`config.mk`:
```
export PLATFORM = sky130hd
export DESIGN_NAME = sw_handshake_conditioner
export DESIGN_NICKNAME = d
export VERILOG_FILES = /design/src/rtl/sw_handshake_conditioner.sv
export SDC_FILE = /design/constraint.sdc
export NUM_CORES = 1
export LEC_CHECK = 0
export CAP_MARGIN = 40
export CORE_MARGIN = 2
export CORE_UTILIZATION = 50
export CTS_CLUSTER_SIZE = 16
export DETAILED_ROUTE_END_ITERATION = 16
export PLACE_DENSITY = 0.83
export SLEW_MARGIN = 0
export SYNTH_ARGS = -nofsm -noshare
export SYNTH_HDL_FRONTEND = slang
export SYNTH_SLANG_ARGS = --single-unit
```
`constraint.sdc`:
```
create_clock -name clk -period 1.85 [get_ports clk]
set_input_delay 0.2775 -clock clk [delete_from_list [all_inputs] [get_ports clk]]
set_output_delay 0.2775 -clock clk [all_outputs]
set_load 0.02 [all_outputs]
```
`src/rtl/sw_handshake_conditioner.sv`:
```
// Synchronises the raw DE0 switches, debounces the handshake switch and
// captures the data byte once per accepted handshake assertion.
module sw_handshake_conditioner #(
  parameter int unsigned DATA_WIDTH      = 8,
  parameter int unsigned SYNC_STAGES     = 2,
  parameter int unsigned DEBOUNCE_CYCLES = 4
) (
  input  logic                  clk,
  input  logic                  n_reset,
  input  logic                  sw_handshake,
  input  logic [DATA_WIDTH-1:0] sw_data,
  output logic                  io_handshake,
  output logic [DATA_WIDTH-1:0] in_bus,
  output logic                  latch_strobe,
  output logic                  release_strobe
);

  localparam int unsigned       CNT_W   = 8;
  localparam logic [CNT_W-1:0]  CNT_MAX = CNT_W'(DEBOUNCE_CYCLES);

  localparam logic [1:0] ST_IDLE = 2'd0;
  localparam logic [1:0] ST_RISE = 2'd1;
  localparam logic [1:0] ST_HELD = 2'd2;
  localparam logic [1:0] ST_FALL = 2'd3;

  logic [SYNC_STAGES-1:0]                 hs_sync_q;
  logic [SYNC_STAGES-1:0][DATA_WIDTH-1:0] data_sync_q;

  logic [1:0]            state_q,   state_d;
  logic [CNT_W-1:0]      cnt_q,     cnt_d;
  logic                  io_q,      io_d;
  logic [DATA_WIDTH-1:0] in_bus_q,  in_bus_d;
  logic                  latch_q,   latch_d;
  logic                  release_q, release_d;

  logic                  s_c;
  logic [DATA_WIDTH-1:0] d_c;

  assign s_c = hs_sync_q[SYNC_STAGES-1];
  assign d_c = data_sync_q[SYNC_STAGES-1];

  // Synchroniser chains; stage 0 samples the raw switches.
  always_ff @(posedge clk) begin
    if (!n_reset) begin
      hs_sync_q   <= '0;
      data_sync_q <= '0;
    end else begin
      hs_sync_q   <= {hs_sync_q[SYNC_STAGES-2:0], sw_handshake};
      data_sync_q <= {data_sync_q[SYNC_STAGES-2:0], sw_data};
    end
  end

  // State and output registers.
  always_ff @(posedge clk) begin
    if (!n_reset) begin
      state_q   <= ST_IDLE;
      cnt_q     <= '0;
      io_q      <= 1'b0;
      in_bus_q  <= '0;
      latch_q   <= 1'b0;
      release_q <= 1'b0;
    end else begin
      state_q   <= state_d;
      cnt_q     <= cnt_d;
      io_q      <= io_d;
      in_bus_q  <= in_bus_d;
      latch_q   <= latch_d;
      release_q <= release_d;
    end
  end

  // Debounce FSM: a glitch back to the old level restarts from the old state.
  always_comb begin
    state_d   = state_q;
    cnt_d     = cnt_q;
    in_bus_d  = in_bus_q;
    latch_d   = 1'b0;
    release_d = 1'b0;

    case (state_q)
      ST_IDLE: begin
        if (s_c) begin
          state_d = ST_RISE;
          cnt_d   = 8'd1;
        end
      end
      ST_RISE: begin
        if (!s_c) begin
          state_d = ST_IDLE;
          cnt_d   = '0;
        end else if (cnt_q == CNT_MAX) begin
          state_d  = ST_HELD;
          in_bus_d = d_c;
          latch_d  = 1'b1;
        end else begin
          cnt_d = cnt_q + 8'd1;
        end
      end
      ST_HELD: begin
        if (!s_c) begin
          state_d = ST_FALL;
          cnt_d   = 8'd1;
        end
      end
      ST_FALL: begin
        if (s_c) begin
          state_d = ST_HELD;
          cnt_d   = '0;
        end else if (cnt_q == CNT_MAX) begin
          state_d   = ST_IDLE;
          release_d = 1'b1;
        end else begin
          cnt_d = cnt_q + 8'd1;
        end
      end
      default: begin
        state_d = ST_IDLE;
        cnt_d   = '0;
      end
    endcase

    io_d = (state_d == ST_HELD) || (state_d == ST_FALL);
  end

  assign io_handshake   = io_q;
  assign in_bus         = in_bus_q;
  assign latch_strobe   = latch_q;
  assign release_strobe = release_q;

endmodule

```
==> run_results.csv, run 1 <==
group,metric,value,unit
yosys,synth-edff-count,0,
finish,antenna_cells,0,
sta,period_minus_slack,1.73,ns
floorplanning,die_h,56.6,um
yosys,synth_top_area_share,54.9,%
critical_path,end_kind,"register",
global_route,grt_pass1_wl,4.46,mm
pwr,vdd_drop_max,0.783,mV
global_route,met2_usage,26.9,%
drt,vias_per_cell,5.11,
placed_design,place.gp.congestion,0.840,
yosys,yosys-top-cells-area,"dfxtp_1, and2_1, mux2i_1",
finish,stdcell_count,199,
critical_path,cp.required,2.12,ns
clock_network,ctsHtreeMaxLevel,2,
clock_network,cts.hold.buffers_added,0,
sta,finalSetupTns,0,ns
floorplanning,num_rows,19,
clock_network,clock_path_buffers,2,
placed_design,dpl.hpwl,1.90,mm
drt,wl,2.62,mm
yosys,syn_nets,149,
drt,drt-pass1-iter-count,4,
flow_run,drv_cap,0,
global_route,grt_pass1_vias,1019,
drt,via_count,1017,
global_route,grt-ovfl-total,0,
clock_network,clock-sinks,38,
placed_design,dp.cells,190,
sta,tightest_slew,0.431,ns
drt,post-route-drc-count,0,
yosys,synth_top_area_cell,"dfxtp_1",
floorplanning,dieWidth,56.6,um
drt,detail-route-antenna-nets,0,
floorplanning,io_pins,22,
critical_path,cp.arrival,2.01,ns
yosys,yosysSeqAreaShare,54.9,%
drt,routedWlPerCell,13.2,um
drt,initialDrtViolationCount,33,
floorplanning,start_util,51.6,%
critical_path,criticalPathCategory,"reg2reg",
yosys,ys.flop_type,"dfxtp_1",
floorplanning,design.core.area,2690,um2
finish,drive_above_1_share,13.1,%
sta,slew-limit-headroom,71.1,%
critical_path,critPathMaxFanout,6,
sta,grt_setup_unrepaired,"false",
global_route,grt_busiest_layer,"met2",
sta,fmax,577,MHz
status,status,"finished, final reports clean",
yosys,synth-seq-cells,38,
clock_network,clk_latency,0.34,ns
yosys,yosysUniqueCellTypes,31,
floorplanning,dieArea,3210,um2
sta,finalCritPeriodShare,93.7,%
yosys,syn_inst,136,
clock_network,cts-root-buf,"clkbuf_4",
sta,skew,0.0116,ns
pwr,power_density,916,nW/um2
finish,fin_nets,180,
clock_network,clk_pin_slew,0.11,ns
sta,slew_violations,0,
yosys,async_reset_ff_share,0,%
global_route,gr-usage-met3,4.84,%
global_route,grt_max_degree,26,
clock_network,numCtsBuffers,5,
placed_design,portBuffers,21,
critical_path,worstSetupStartpointType,"register",
critical_path,crit_path_max_incr_delay,0.51,ns
pwr,power.total,0.00164,W
pwr,p_leak,0.752,nW
sta,finalHoldViolations,0,
sta,hold_slack,0.439,ns
yosys,synthesis.area,1390,um2
global_route,track_usage,18.5,%
worst_hold_path,hold_class,"reg2reg",
yosys,syn_avg_cell_area,10.2,um2
sta,setup_violations,0,
clock_network,cts_tree,"built",
finish,syn2layout_area_growth,28.8,%
global_route,use_met1,24.7,%
critical_path,slowest_stage,"or4_1",
global_route,antenna_found_initial,0,
yosys,yosysWarningCount,0,
critical_path,crit_chain,"inv_1 -> ha_1 -> nor4b_2 -> and2_1 -> or4_1 -> a31oi_1",
==> metrics by stage <==
stage,utilization (%),cell area (um2),worst slack [ns]
floorplan,-,1390,0.204
detailed placement,61.9,1660,0.0814
CTS,66.0,1770,0.0711
finish,66.4,1780,0.117
global placement,61.9,1660,0.161
global route,66.4,1780,0.00238
==> cells in the final DEF, fill, tap and decap left out, types with 3 or more instances in the layout <==
master | Yosys | routed
clkbuf_4 | 0 | 5
o21ai_0 | 3 | 3
and2_1 | 19 | 19
nor2_1 | 11 | 11
mux2i_1 | 9 | 9
or4_1 | 3 | 3
a21oi_1 | 3 | 3
dfxtp_1 | 38 | 36
clkdlybuf4s50_1 | 0 | 21
nand2_1 | 9 | 9
a31oi_1 | 5 | 5
inv_1 | 4 | 4
nand3_1 | 7 | 7
buf_4 | 0 | 7
==> layer usage <==
layer	part of all wire (%)	vias up
met5	0	-
met4	2.1	0
met3	4.3	8
met2	47	23
met1	47	459
li1	-	527
==> flip-flops by register name, summed over array words and instances (netlist names) <==
signal          cells
cnt_q               8
d_c                 8
data_sync_q         8
hs_sync_q           2
in_bus              8
latch_strobe        1
release_strobe      1
state_q             2
==> synth_stat cells (all sizes together) (2+ instances only) <==
cell,instances
a21boi,2
o21ai,3
ha,2
nor2,11
xor2,2
and3,2
a21oi,3
nor4b,2
dfxtp,38
a31oi,5
mux2i,9
nand3,7
nand4,2
inv,4
or4,3
nor3b,2
clkbuf,4
nand2,9
and2,20
==> power by group <==
part | switching, W | internal (W) | leakage, nW
Sequential | 0.00000788 | 0.000838 | 0.311
Combinational | 0.0000294 | 0.0000390 | 0.383
Clock | 0.000263 | 0.000458 | 0.0585
==> worst max-delay path, delay by kind of cell, from the launching register on <==
family,cells,cell delay (ns)
buf+inv,1,0.07
fa+ha+maj,1,0.19
simple gates,3,0.89
compound gates,1,0.16
flops,1,0.37
==> final timing paths <==
kind	endpoint	startpoint	cells past startpoint	slack [ns]
worst max register to register	cnt_q[5]	cnt_q[0]	6	0.12
worst min-delay path	hs_sync_q[1]	hs_sync_q[0]	1	0.44
worst max-delay path	cnt_q[5]	cnt_q[0]	6	0.12
worst min register to register	hs_sync_q[1]	hs_sync_q[0]	1	0.44
==> cell type report <==
cell class,count,area [um2]
tap,31,38.8
timing repair buffer,28,263
clock buffer,6,51.3
clock inverter,2,60.1
multi-input combinational,90,593
sequential,38,763
fill,217,902
inverter,4,15.0
==> cells by family after synthesis <==
family          share of synthesized area, %
simple gates                            24.8
xor+xnor                                2.44
buf+inv                                 2.26
flops                                   54.9
fa+ha+maj                               1.81
mux                                     6.50
compound gates                          7.32
==> timing repair <==
action | 4_1_cts | 5_1_grt
endpoints found under the setup margin | 0 | 3
resized for setup | 0 | 2
buffers inserted | 0 | 1
endpoints found under the hold margin | 0 | 0
No activity file was read; power rests on OpenSTA's default activity.
==> run 2, diff against run 1 <==
Settings changed: CTS_CLUSTER_DIAMETER set to 60.
==> results of run 2 <==
Final layout, timing and power as in run 1 (identical DEF).
